**src/rtl/run_dump_ctrl.sv**
```systemverilog
// run_dump_ctrl: run-and-dump sequencer between single_cycle_mips and datamem.
//
// Holds the core in reset after a start request and then releases it. It watches the fetched
// instruction stream for a run of NOPs (program end) or a watchdog expiry, then freezes the
// core, takes over the data-memory port and streams the first DUMP_WORDS words out over a
// valid/ready interface.
//
// Ports:
//   clk, rst                     clock (rising edge), asynchronous active-high reset
//   start                        one-cycle run request, honoured in IDLE or DONE only
//   inst                         instruction currently fetched by the core
//   cpu_data_addr/_in/_wr        core-side data-memory request
//   mem_data_addr/_in/_wr        datamem-side request (core in RUN, dump address otherwise)
//   mem_data_out                 datamem read data, combinational from mem_data_addr
//   core_rst_n                   registered active-low core reset, high only in RUN
//   dump_valid/ready/data/idx    dump stream and word index
//   busy, done, timed_out        status
//
// Optional feature (macro RUN_DUMP_CHECKSUM_EN): adds output dump_sum, a wrapping 32-bit sum
// of every accepted dump word, cleared on entering RESET.
module run_dump_ctrl #(
  parameter int unsigned TIMEOUT    = 9,
  parameter int unsigned WATCHDOG   = 500,
  parameter int unsigned RST_CYCLES = 10,
  parameter int unsigned DUMP_WORDS = 22
) (
  input  logic        clk,
  input  logic        rst,
  input  logic        start,
  input  logic [31:0] inst,
  input  logic [31:0] cpu_data_addr,
  input  logic [31:0] cpu_data_in,
  input  logic        cpu_data_wr,
  output logic [31:0] mem_data_addr,
  output logic [31:0] mem_data_in,
  output logic        mem_data_wr,
  input  logic [31:0] mem_data_out,
  output logic        core_rst_n,
  output logic        dump_valid,
  input  logic        dump_ready,
  output logic [31:0] dump_data,
  output logic [7:0]  dump_idx,
  output logic        busy,
  output logic        done,
  output logic        timed_out
`ifdef RUN_DUMP_CHECKSUM_EN
  ,
  output logic [31:0] dump_sum
`endif
);

  localparam int unsigned RstW = $clog2(RST_CYCLES + 1);
  localparam int unsigned NopW = $clog2(TIMEOUT + 1);
  localparam int unsigned WdW  = $clog2(WATCHDOG + 1);

  localparam logic [RstW-1:0] RstLast = RstW'(RST_CYCLES - 1);
  localparam logic [NopW-1:0] NopMax  = NopW'(TIMEOUT);
  localparam logic [WdW-1:0]  WdMax   = WdW'(WATCHDOG);
  localparam logic [7:0]      IdxLast = 8'(DUMP_WORDS - 1);

  typedef enum logic [2:0] {StIdle, StReset, StRun, StDump, StDone} state_e;

  state_e          state_q, state_d;
  logic [RstW-1:0] rst_cnt_q, rst_cnt_d;
  logic [NopW-1:0] nop_cnt_q, nop_cnt_d;
  logic [WdW-1:0]  watch_cnt_q, watch_cnt_d;
  logic [7:0]      idx_q, idx_d;
  logic            timed_out_q, timed_out_d;
  logic            core_rst_n_q;
  logic            nop_hit, wd_hit;

  always_ff @(posedge clk or posedge rst) begin
    if (rst) begin
      state_q      <= StIdle;
      rst_cnt_q    <= '0;
      nop_cnt_q    <= '0;
      watch_cnt_q  <= '0;
      idx_q        <= '0;
      timed_out_q  <= 1'b0;
      core_rst_n_q <= 1'b0;
    end else begin
      state_q      <= state_d;
      rst_cnt_q    <= rst_cnt_d;
      nop_cnt_q    <= nop_cnt_d;
      watch_cnt_q  <= watch_cnt_d;
      idx_q        <= idx_d;
      timed_out_q  <= timed_out_d;
      // Registered so the core sees a clean release on the first RUN edge.
      core_rst_n_q <= (state_d == StRun);
    end
  end

  always_comb begin
    state_d     = state_q;
    rst_cnt_d   = rst_cnt_q;
    nop_cnt_d   = nop_cnt_q;
    watch_cnt_d = watch_cnt_q;
    idx_d       = idx_q;
    timed_out_d = timed_out_q;
    nop_hit     = 1'b0;
    wd_hit      = 1'b0;
    unique case (state_q)
      StIdle, StDone: begin
        if (start) begin
          state_d     = StReset;
          rst_cnt_d   = '0;
          idx_d       = '0;
          timed_out_d = 1'b0;
        end
      end
      StReset: begin
        if (rst_cnt_q == RstLast) begin
          state_d     = StRun;
          nop_cnt_d   = '0;
          watch_cnt_d = '0;
        end else begin
          rst_cnt_d = rst_cnt_q + 1'b1;
        end
      end
      StRun: begin
        nop_cnt_d   = (inst == '0) ? nop_cnt_q + 1'b1 : '0;
        watch_cnt_d = watch_cnt_q + 1'b1;
        nop_hit     = (nop_cnt_d == NopMax);
        wd_hit      = (watch_cnt_d == WdMax);
        if (nop_hit || wd_hit) begin
          state_d     = StDump;
          idx_d       = '0;
          // NOP end takes priority when both limits land on the same edge.
          timed_out_d = wd_hit && !nop_hit;
        end
      end
      StDump: begin
        if (dump_ready) begin
          if (idx_q == IdxLast) begin
            state_d = StDone;
            idx_d   = '0;
          end else begin
            idx_d = idx_q + 8'd1;
          end
        end
      end
      default: state_d = StIdle;
    endcase
  end

  // Memory port: the core owns it only while running; otherwise it is a read-only dump port.
  always_comb begin
    if (state_q == StRun) begin
      mem_data_addr = cpu_data_addr;
      mem_data_in   = cpu_data_in;
      mem_data_wr   = cpu_data_wr;
    end else begin
      mem_data_addr = {22'd0, idx_q, 2'b00};
      mem_data_in   = '0;
      mem_data_wr   = 1'b0;
    end
  end

  assign core_rst_n = core_rst_n_q;
  assign dump_valid = (state_q == StDump);
  assign dump_data  = dump_valid ? mem_data_out : '0;
  assign dump_idx   = idx_q;
  assign busy       = (state_q == StReset) || (state_q == StRun) || (state_q == StDump);
  assign done       = (state_q == StDone);
  assign timed_out  = timed_out_q;

`ifdef RUN_DUMP_CHECKSUM_EN
  logic [31:0] sum_q, sum_d;
  logic        enter_reset;

  assign enter_reset = ((state_q == StIdle) || (state_q == StDone)) && start;

  always_comb begin
    sum_d = sum_q;
    if (enter_reset) begin
      sum_d = '0;
    end else if (dump_valid && dump_ready) begin
      sum_d = sum_q + mem_data_out;
    end
  end

  always_ff @(posedge clk or posedge rst) begin
    if (rst) begin
      sum_q <= '0;
    end else begin
      sum_q <= sum_d;
    end
  end

  assign dump_sum = sum_q;
`endif

endmodule
```
**config.mk**
```make
export PLATFORM = sky130hd
export DESIGN_NAME = run_dump_ctrl
export DESIGN_NICKNAME = d
export VERILOG_FILES = /design/src/rtl/run_dump_ctrl.sv
export SDC_FILE = /design/constraint.sdc
export NUM_CORES = 1
export LEC_CHECK = 0
export BUFFER_PORTS_ARGS = -buffer_cell sky130_fd_sc_hd__buf_4
export CORE_AREA = 2 2 93 95
export CTS_BUF_LIST = sky130_fd_sc_hd__clkbuf_16
export CTS_CLUSTER_DIAMETER = 100
export DETAILED_ROUTE_END_ITERATION = 6
export DIE_AREA = 0 0 95 97
export GPL_TIMING_DRIVEN = 0
export HOLD_SLACK_MARGIN = 0.12
export PLACE_DENSITY = 0.8
export SLEW_MARGIN = 20
export SYNTH_ARGS = -nofsm -noshare
export SYNTH_HDL_FRONTEND = slang
export SYNTH_SLANG_ARGS = --single-unit
```
**constraint.sdc**
```tcl
create_clock -name clk -period 3.07 [get_ports clk]
set_input_delay 0.1535 -clock clk [delete_from_list [all_inputs] [get_ports clk]]
set_output_delay 0.1535 -clock clk [all_outputs]
set_load 0.05 [all_outputs]
```
# Word level (Yosys, flattened, before mapping)
# Cells that the tools add are included.
[word_totals]
regBits = 30
in_bits = 133
out_inout_bits = 110
word_cells = 67
[op_classes]
add_sub_neg = 4
n_eq_ne = 14
n_mux = 26
reduce_logical = 16
[ops]
columns = ["cell", "count"]
rows = [
  ["32-bit 2-to-1 mux", 3],
  ["32-bit zero test", 1],
  ["8-bit 2-to-1 mux", 4],
  ["8-bit case mux with 3 select lines", 1],
  ["9-bit case mux with 2 select lines", 1],
  ["4-bit 2-to-1 mux", 4],
  ["4-bit case mux with 2 select lines", 2],
  ["3-bit 2-to-1 mux", 5],
  ["3-bit case mux with 4 select lines", 1],
  ["9-bit by 1-bit adder with 9-bit output (second input constant)", 1],
  ["3-bit by 2-bit == test with 1-bit output (second input constant)", 3],
  ["9-bit == test (second input constant)", 1],
  ["9-bit 2-to-1 mux", 1],
  ["4-bit by 1-bit adder with 4-bit output (second input constant)", 2],
  ["8-bit by 1-bit adder with 8-bit output (second input constant)", 1],
  ["4-bit == test (second input constant)", 2],
  ["8-bit by 5-bit == test with 1-bit output (second input constant)", 1],
  ["2-bit != test (second input constant)", 4],
  ["3-bit AND reduction", 2],
  ["2-bit nonzero test", 3],
  ["4-bit AND reduction", 1],
  ["3-bit by 1-bit == test with 1-bit output (second input constant)", 1],
  ["3-bit == test (second input constant)", 1],
  ["3-bit zero test", 1],
  ["other kinds (9)", 13],
]

# Depth between registers and ports, before layout
# Gate-level depths: netlist of the first run.
[logic_depth]
ltp_word = 7
mapped_depth = 8
depth_no_buf = 7

# Worst setup path before layout of the first run
# Ideal clock, no wire load.
[synth_path]
path_kind = "reg-to-output"
startpoint = "reg state_q[0]"
endpoint = "out mem_data_addr[3]"
arrival_time_ns = 2.244
required_time_ns = 2.917
slack_ns = 0.672
path_stages_with_launch = 7
n_path_buf = 3
path_cell_list = "dfrtp_1 clkbuf_1 nand2b_1 nor2_1 clkbuf_1 clkbuf_1 o21ai_0"
[synth_via]
elab_chain_len = 2
[synth_rtl]
columns = ["item", "line_no", "source"]
rows = [
  ["start: declaration", "63", "state_e state_q, state_d;"],
  ["start signal: assignment", "74", "state_q <= StIdle;"],
  ["start signal: assignment", "82", "state_q <= state_d;"],
  ["3-bit by 2-bit == test with 1-bit output", "148", "if (state_q == StRun) begin"],
  ["32-bit 2-to-1 mux", "148", ""],
  ["end: declaration", "34", "output logic [31:0] mem_data_addr,"],
]
# No other way between the ends.

# Worst setup path after layout of the first run
[layout_path]
startpoint = "reg state_q[1]"
endpoint = "out mem_data_addr[8]"
# The elaborated chain is that of the path after synthesis.

==> results of run 1 <==
-- metal layers --
layer / part of all wire [%] / track usage (%) / vias up
li1: - / - / 1548
met1: 41 / 23.8 / 1428
met4: 1.9 / 6.02 / 0
met5: 0 / 0 / -
met2: 50 / 34.8 / 167
met3: 7.9 / 4.60 / 19
-- per-stage QoR --
step	total power, W	cells
global placement	0.00254	656
finish	0.00322	665
floorplan	0.00193	309
detailed placement	0.00258	656
global route	0.00340	665
CTS	0.00324	665
-- flip-flops by register name, indices dropped and copies added, names as in the netlist --
register / count
nop_cnt_q: 4
core_rst_n: 1
dump_idx: 8
timed_out: 1
rst_cnt_q: 4
state_q: 3
watch_cnt_q: 9
-- cells by family (layout without fill, tap and decap cells) --
| kind of cell | Yosys count | count (layout) | share of synthesized area, % |
|---|---|---|---|
| flip-flops | 30 | 30 | 31.0 |
| AND/OR/NAND/NOR | 181 | 181 | 43.8 |
| multiplexers | 2 | 2 | 1.03 |
| adder cells (fa/ha/maj) | 6 | 6 | 3.10 |
| XOR/XNOR | 6 | 6 | 2.17 |
| buffers and inverters | 29 | 280 | 4.49 |
| AO/OA/AOI/OAI | 55 | 55 | 14.5 |
-- final cells by class --
class	instances	share of cell area (%)
repair buffers	243	40.0
multi-input cells	250	34.2
flip-flops and latches	30	16.4
well taps	105	2.87
clock buffers	5	2.74
plain buffers	17	1.42
clock inverters	3	1.40
inverters	12	0.985
-- timing repair --
action	in CTS	in global routing
hold endpoints to repair	30	0
endpoints found under the setup margin	0	1
gates resized for setup	0	2
hold buffers	1	0
-- worst paths after layout --
kind	to	cells past startpoint
max	mem_data_addr[8]	8
min	state_q[2]	2
max reg2reg	dump_idx[1]	5
min reg2reg	watch_cnt_q[8]	1
max in group asynchronous	watch_cnt_q[4]	3
min in group asynchronous	dump_idx[4]	3
-- synthesized netlist by cell type, types with 4 or more instances --
| cell | count |
|---|---|
| clkbuf_1 | 17 |
| inv_1 | 12 |
| and2_1 | 90 |
| nor4_1 | 5 |
| ha_1 | 6 |
| nand4_1 | 5 |
| a21oi_1 | 12 |
| dfrtp_1 | 30 |
| nor4_2 | 4 |
| or2_2 | 4 |
| nand2_1 | 28 |
| o21ai_0 | 20 |
| nor3_1 | 6 |
| nor2_1 | 13 |
| a31oi_1 | 7 |
| nand3_1 | 7 |
| xor2_1 | 6 |
-- power by group --
part | internal [W] | total (W) | switching, W | leakage, nW
clock | 0.000462 | 0.000646 | 0.000184 | 0.0915
combinational | 0.000662 | 0.00198 | 0.00132 | 1.93
sequential | 0.000486 | 0.000592 | 0.000106 | 0.404
==> results.md, run 1 <==
* Post-route cell area at 0.00457 mm²
* Share of cells above drive strength 1 at 47.3%
* Ys flop type: dfrtp_1
* DRC Markers at 0
* Nets at 698
* Dpl ws at 611 ps
* Final setup vio count at 0
* Largest net degree at the start of global routing at 31
* Slew HR at 57.0%
* Fin. Hold Viols at 0
* Netlist Area Pre-Place at 0.00242 mm²
* Routability congestion estimate at 0.887
* Mapped Avg Cell Area at 7.84 µm²
* Share of flip-flops with an asynchronous set or reset at 100%
* Row Count at 33
* Multi-input gate area at 0.00156 mm²
* Crit-path max cell delay at 360 ps
* DP HPWL at 7650 µm
* Flop2flop setup slack at 640 ps
* Clock transition at the registers of the reported paths at 50 ps
* Final Critical Period at 2640 ps
* Clock Sinks at 30
* Top-area cell type share of the netlist area at 31.0%
* Syn Nets at 448
* Buf/Inv on CP at 4
* WS Path Type: register to output pin
* Seq/Total Area, Yosys at 31.0%
* GRT overflow at 0
* Total iterations of the first detailed-routing run at 4
* Area growth syn-to-layout at 88.6%
* Critical path, cell by cell: clkbuf_1 -> nand2b_1 -> nor2_1 -> clkbuf_2 -> clkbuf_1 -> nand2_1 -> o21ai_0 -> buf_4
* Core Box Area at 0.00813 mm²
* Number of DRC markers in iteration 0 at 94
* Antenna violations before repair at 0
* Period utilization at 85.9%
* Crit path launch type: register
* FF+latch count, synth at 30
* Clock skew at 4.56 ps
* Number of enable flip-flop cells after synthesis at 0
* Vias at 3162
* Commonest non-fill, non-tap cell in the layout: buf_4
* Most frequent cells in the layout: 242 x buf_4, 90 x and2_1, 30 x dfrtp_1, 28 x nand2_1, 20 x o21ai_0
* Register Area at 751 µm²
* Power density over the cells at 705 mW/mm²
* Crit path DAT at 2490 ps
* Starting Density at 29.8%
* Hold Crit Class: primary input to register
* Clk Latency, worst-skew pair at 280 ps
* Leak at 2.43 nW
* CTS root buf: clkbuf_16
* Critical Path End Type: output pin
* Num CTS Buffers at 5
* Post-synthesis instance total at 309
* Setup Total Neg Slack at 0 ps
* Synth top area cells: dfrtp_1 31%, and2_1 23%, nand2_1 4.3%
* Dpl cell area at 0.00437 mm²
* # port buffers at 242
* HP Start: dump_ready
* Via density per instance at 4.75
* Diode count at 0
* Setup crit start: state_q[1]
* Critical path fanouts, max at 10
* Final Util at 56.2%
* Die H at 97 µm
* Final wirelength at 9270 µm
* Chip width at 95 µm
* Worst r2r src: nop_cnt_q[0]
* DRT antenna net count at 0
* Count of cell types in the netlist at 42
* Outcome: complete, no violations
* Final worst slack at 431 ps
* Ys Warns at 0
* Max-cap violations at 0
* Post-CTS Setup Repair Bufs at 0
* First-pass GRT wire length at 14700 µm
* Yosys top cell by area: dfrtp_1
* CP delay by family, top: buffers and inverters
* Filler cells at 739
* CTS tree: yes
* Die area at 0.00922 mm²
* Worst endpoint required time at 2920 ps
* Vias in the first global route at 3164
* Worst-Margin Slew at 643 ps
* Hold slack at 144 ps
* Drt wl/cell at 13.9 µm
* Tot GR Track Use at 19.9%
* RSZ-0062 raised after global routing: no
* CP most frequent cell: clkbuf_1
* Worst IR drop on VDD at 0.000314 V
* Slew Viols, Final at 0
* Num ports at 243
* # H-tree levels at 2
* Max Clock Freq at 379 MHz
* Slowest CP cell: nor2_1
* Bufs on Longest Clock Path at 2
Note: power is estimated with default switching activity, not from simulation.
==> inputs of run 2 (changes only) <==
Settings changed: ABC_AREA from default to 1, CORE_AREA 2 2 93 95 to 2 2 95 97, DIE_AREA 0 0 95 97 to 0 0 97 99.
==> results.md, run 2 <==
* Outcome: complete, no violations
* Filler cells at 808 (+9.3%)
* Mapped Avg Cell Area at 5.84 µm² (-26%)
* Final wirelength at 9940 µm (+7.2%)
* Share of flip-flops with an asynchronous set or reset at 100% (unchanged)
* Ys flop type: dfrtp_1
* Die H at 99 µm (+2.1%)
* Netlist Area Pre-Place at 0.00267 mm² (+10%)
* CTS root buf: clkbuf_16
* Slew Viols, Final at 0 (unchanged)
* Slowest CP cell: dfrtp_1
* Yosys top cell by area: dfrtp_1
* Power density over the cells at 517 mW/mm² (-27%)
* Crit path DAT at 2030 ps (-460 ps)
* Top-area cell type share of the netlist area at 28.1% (-2.9 points)
* Worst endpoint required time at 2920 ps (about the same)
* Clk Latency, worst-skew pair at 280 ps (about the same)
* Worst IR drop on VDD at 0.000261 V (-17%)
* FF-to-FF End: dump_idx[2]
* Most frequent cells in the layout: 242 x buf_4, 133 x nor2_1, 117 x inv_1, 65 x nand2_1, 30 x dfrtp_1
* Tot GR Track Use at 20.1% (+0.24 points)
* Antenna violations before repair at 0 (unchanged)
* Critical path, cell by cell: nor2_2 -> inv_4 -> nor2_4 -> inv_2 -> buf_2 -> buf_2 -> nor2_1 -> buf_4
* Fin. Hold Viols at 0 (unchanged)
* Hold Path Stages at 3 (+1)
* Chip width at 97 µm (+2.1%)
* Critical Path End Type: output pin
* Setup crit start: state_q[2]
* First-pass GRT wire length at 15900 µm (+8.3%)
* Seq/Total Area, Yosys at 28.1% (-2.9 points)
* Commonest non-fill, non-tap cell in the layout: buf_4
* Setup Total Neg Slack at 0 ps (unchanged)
* Vias in the first global route at 3445 (+8.9%)
* Period utilization at 71.1% (-15 points)
* HP Start: dump_ready
* Critical path fanouts, max at 10 (unchanged)
* Number of DRC markers in iteration 0 at 196 (+110%)
* Diode count at 0 (unchanged)
* Max-cap violations at 0 (unchanged)
* Non-Filler Instances at 818 (+23%)
* # H-tree levels at 2 (unchanged)
* Max reg flops at 9 (unchanged)
* Hold Crit Class: primary input to register
* Bufs on Longest Clock Path at 2 (unchanged)
* Worst-Margin Slew at 635 ps (-8.03 ps)
* Clock transition at the registers of the reported paths at 50 ps (about the same)
* Core Box Area at 0.00855 mm² (+5.1%)
* Vias at 3542 (+12%)
* Synth top cells by count: 133 x nor2_1, 117 x inv_1, 65 x nand2_1
* CP delay by family, top: buffers and inverters
* Die area at 0.00960 mm² (+4.2%)
* Count of cell types in the netlist at 32 (-24%)
* WS Path Type: register to output pin
* DRC Markers at 0 (unchanged)
* Clock Sinks at 30 (unchanged)
* Max Clock Freq at 458 MHz (+21%)
* Flop2flop setup slack at 1290 ps (+650 ps)
* Slew HR at 57.6% (+0.54 points)
* Buf/Inv on CP at 5 (+1)
* Clock skew at 5.05 ps (+0.496 ps)
* FF+latch count, synth at 30 (unchanged)
* Most flop-heavy register: watch_cnt_q
* Final Critical Period at 2180 ps (-456 ps)
* GRT overflow at 0 (unchanged)
* # port buffers at 242 (unchanged)
* Total iterations of the first detailed-routing run at 4 (unchanged)
* Synth top area cells: dfrtp_1 28%, nor2_1 19%, inv_1 16%
* CTS tree: yes
* Syn Nets at 597 (+33%)
* Via density per instance at 4.33 (-8.9%)
* Worst r2r src: watch_cnt_q[0]
* Post-synthesis instance total at 458 (+48%)
* Share of cells above drive strength 1 at 39.7% (-7.6 points)
* Placed insts at 808 (+23%)
* CP most frequent cell: buf_2
* CP Depth at 8 (unchanged)
* Number of enable flip-flop cells after synthesis at 0 (unchanged)
* Routability congestion estimate at 1.01 (+14%)
* Nets at 848 (+21%)
* Starting Density at 31.3% (+1.5 points)
* DRT antenna net count at 0 (unchanged)
* Top-count cell post-synth: nor2_1
* Num ports at 243 (unchanged)
* RSZ-0062 raised after global routing: no
* Row Count at 34 (+3.0%)
* Crit-path max cell delay at 430 ps (+70 ps)
* Leak at 2.93 nW (+21%)
* Crit path launch type: register
* Final setup vio count at 0 (unchanged)
* Largest net degree at the start of global routing at 31 (unchanged)
* Hold path endpoint: state_q[2]
* DP HPWL at 8150 µm (+6.6%)
* Ys Warns at 0 (unchanged)
* Worst r2r path cells at 10 (+5)
* Drt wl/cell at 12.2 µm (-13%)
* Hold slack at 185 ps (+40.8 ps)
* Num CTS Buffers at 5 (unchanged)
* Area growth syn-to-layout at 78.9%
[run 2: per-stage QoR]
stage               worst slack (ps)  power (W)  util, %  instance area [µm²]
CTS                              891    0.00248     55.9                 4780
detailed placement              1190    0.00202     54.1                 4620
finish                           888    0.00247     55.9                 4780
global route                     773    0.00261     55.9                 4780
global placement                1220    0.00199     54.1                 4620
floorplan                        907    0.00152        -                 2670
[run 2: how the worst max path moves through the flow]
stage	endpoint	slack [ps]
floorplan	dump_data[10]	910
global placement	mem_data_in[19]	1220
detailed placement	mem_data_in[16]	1190
CTS	mem_data_in[16]	890
global route	mem_data_in[16]	770
finish	mem_data_in[16]	890
[run 2: layer usage]
layer  global-route usage (%)  wire, µm  vias up
met1                     22.8      3900     1553
met2                     37.7      5230      133
met5                        0         0        -
li1                         -         -     1841
met4                     7.91       251        0
met3                     3.19       563       15
[run 2: cells by family (layout without fill, tap and decap cells)]
kind of cell,count (synthesis),count (layout),share of synthesized area [%]
AO/OA/AOI/OAI,30,30,7.30
flip-flops,30,30,28.1
buffers and inverters,138,390,20.0
adder cells (fa/ha/maj),6,6,2.81
AND/OR/NAND/NOR,245,245,38.9
XOR/XNOR,9,9,2.95
[run 2: layout make-up]
type / count / area, µm² / share of cell area [%]
flip-flops and latches: 30 / 751 / 15.7
well taps: 108 / 135 / 2.83
clock inverters: 3 / 12.5 / 0.262
plain buffers: 13 / 62.6 / 1.31
inverters: 125 / 472 / 9.86
multi-input cells: 290 / 1390 / 29.0
clock buffers: 5 / 125 / 2.62
repair buffers: 244 / 1840 / 38.4
[run 2: tightest hold or removal path, stage by stage]
cell	delay, ps
buf_4	100
a21oi_1	60
o32ai_1	90
[run 2: timing repair]
item                                    CTS  global route
endpoints found under the hold margin    31             0
resized for setup                         0             0
buffers inserted                          0             0
endpoints found under the setup margin    0             0
hold buffers                              2             0
[run 2: power breakdown]
part | internal (W) | switching (W) | total (W)
clock | 0.000292 | 0.000168 | 0.000460
sequential | 0.000475 | 0.0000784 | 0.000553
combinational | 0.000463 | 0.000995 | 0.00146
total | 0.00123 | 0.00124 | 0.00247
==> inputs of run 3 (changes only) <==
Settings changed: PLACE_DENSITY 0.8 to 0.83.
Clock period 3.07 ns to 1.7 ns, I/O delays scaled along.
==> results.md, run 3 (synthesized netlist as in run 2, its figures left out) <==
* Num ports at 243 (unchanged)
* Fin. Hold Viols at 0 (unchanged)
* Final wirelength at 14300 µm (+44%)
* Final worst slack at -115 ps (-1000 ps)
* Buf/Inv on CP at 5 (unchanged)
* Tot GR Track Use at 24.6% (+4.4 points)
* Period utilization at 107%
* Worst endpoint required time at 1620 ps (-1300 ps)
* Final Critical Period at 1810 ps
* Number of DRC markers in iteration 0 at 208 (+6.1%)
* Row Count at 34 (unchanged)
* Overall power at 0.00607 W (+150%)
* CTS tree: yes
* Clock Sinks at 30 (unchanged)
* CP most frequent cell: nor2_4
* Die area at 0.00960 mm² (unchanged)
* Worst-Margin Slew at 644 ps (+8.64 ps)
* Clk Latency, worst-skew pair at 280 ps (about the same)
* Critical path fanouts, max at 5 (-5)
* Violated checks: setup timing
* Most frequent cells in the layout: 167 x buf_4, 114 x inv_1, 75 x nor2_4, 68 x buf_6, 55 x nand2_1
* Critical Path End Type: output pin
* DP HPWL at 8840 µm (+8.5%)
* Worst r2r path cells at 10 (unchanged)
* First-pass GRT wire length at 19200 µm (+21%)
* Clock skew at 3.04 ps (-2.01 ps)
* Hold Path Stages at 3 (unchanged)
* CP delay by family, top: buffers and inverters
* Area growth syn-to-layout at 148%
* Power density over the cells at 916 mW/mm² (+77%)
* Critical path, cell by cell: nor2_4 -> inv_4 -> nor2_4 -> inv_4 -> buf_12 -> buf_16 -> nor2_4 -> buf_8
* Commonest non-fill, non-tap cell in the layout: buf_4
* Crit path DAT at 1730 ps (-300 ps)
* Most flop-heavy register: watch_cnt_q
* Die H at 99 µm (unchanged)
* Vias in the first global route at 3898 (+13%)
* Antenna violations before repair at 2 (+2)
* Crit-path max cell delay at 430 ps (about the same)
* Largest net degree at the start of global routing at 31 (unchanged)
* Clock transition at the registers of the reported paths at 50 ps (about the same)
* Routability congestion estimate at 0.891 (-12%)
* Num CTS Buffers at 5 (unchanged)
* Outcome: finished, violations left
* Nets at 880 (+3.8%)
* # port buffers at 242 (unchanged)
* Vias at 3987 (+13%)
* DRC Markers at 0 (unchanged)
* Bufs on Longest Clock Path at 2 (unchanged)
* RSZ-0062 raised after global routing: yes
* WS Path Type: register to output pin
* Max reg flops at 9 (unchanged)
* Final setup vio count at 97 (+97)
* Crit path launch type: register
* Slowest CP cell: dfrtp_2
* DRT antenna net count at 0 (unchanged)
* GRT overflow at 0 (unchanged)
* Total iterations of the first detailed-routing run at 5 (+1)
* CTS root buf: clkbuf_16
* Chip width at 97 µm (unchanged)
* Dpl ws at -87.1 ps (-1280 ps)
* # H-tree levels at 2 (unchanged)
* Final Util at 77.5% (+22 points)
* Worst IR drop on VDD at 0.000783 V (+200%)
* Slew Viols, Final at 0 (unchanged)
* Core Box Area at 0.00855 mm² (unchanged)
* Slew HR at 57.0% (-0.58 points)
* Max Clock Freq at 551 MHz
* Leak at 3.44 nW (+17%)
* Drt wl/cell at 16.8 µm (+39%)
* Hold Crit Class: primary input to register
* Via density per instance at 4.69 (+8.2%)
* Max-cap violations at 0 (unchanged)
* Share of cells above drive strength 1 at 58.9% (+19 points)
* CP Depth at 8 (unchanged)
* Starting Density at 31.3% (unchanged)
## run 3: final timing paths
check                            startpoint                 to  slack (ps)
worst max-delay path             state_q[2]  mem_data_addr[30]        -110
worst min-delay path             dump_ready         state_q[2]         140
worst max register to register   state_q[2]        dump_idx[5]         -10
worst min register to register  dump_idx[1]        dump_idx[1]         540
max in group asynchronous               rst        dump_idx[0]         780
min in group asynchronous               rst         state_q[1]         460
## run 3: repair_timing
item / in CTS / in global routing
pin swaps: 4 / 13
setup buffers: 13 / 9
hold endpoints to repair: 31 / 0
resized for setup: 141 / 108
hold buffers: 2 / 0
cloned: 3 / 7
setup endpoints to repair: 103 / 113
## run 3: metal layers
metal | up-vias | GRT usage, % | part of all wire, %
li1 | 1902 | - | -
met1 | 1859 | 26.8 | 34
met2 | 180 | 45.2 | 56
met3 | 44 | 6.17 | 6.5
met4 | 2 | 10.3 | 3.4
met5 | - | 0 | 0.11
## run 3: area by class of cell
| type | count | area (µm²) |
|---|---|---|
| multi-input cells | 290 | 2100 |
| plain buffers | 13 | 248 |
| fillers | 520 | 1920 |
| diodes | 1 | 2.50 |
| repair buffers | 276 | 2740 |
| well taps | 108 | 135 |
| clock buffers | 5 | 125 |
| clock inverters | 3 | 40.0 |
| inverters | 125 | 479 |
| flip-flops and latches | 30 | 754 |
## run 3: worst reg2reg max path, cell delays in order (launching register included)
cell and delay, ps:
dfrtp_2 430, nor2_4 140, inv_4 70, nor2_4 160, buf_6 160, buf_4 110
buf_4 110, nand3_4 110, buf_12 170, nand3_1 90, nand2_1 60
## run 3: stage by stage
| stage | instances | hold WS [ps] | setup TNS [ps] | cell area (µm²) |
|---|---|---|---|---|
| final | 851 | 138 | -5950 | 6630 |
| after global routing | 850 | 162 | -10980 | 6630 |
| after CTS | 834 | 136 | -494 | 5960 |
| after detailed placement | 808 | 234 | -2310 | 5030 |
| after global placement | 808 | 290 | -574 | 5030 |
| after floorplan | 458 | 176 | -1080 | 3080 |
## run 3: power breakdown
group | total (W) | leakage (nW) | switching [W] | internal [W]
Sequential | 0.00101 | 0.402 | 0.000155 | 0.000859
Combinational | 0.00405 | 2.95 | 0.00237 | 0.00168
Clock | 0.00101 | 0.0836 | 0.000325 | 0.000684
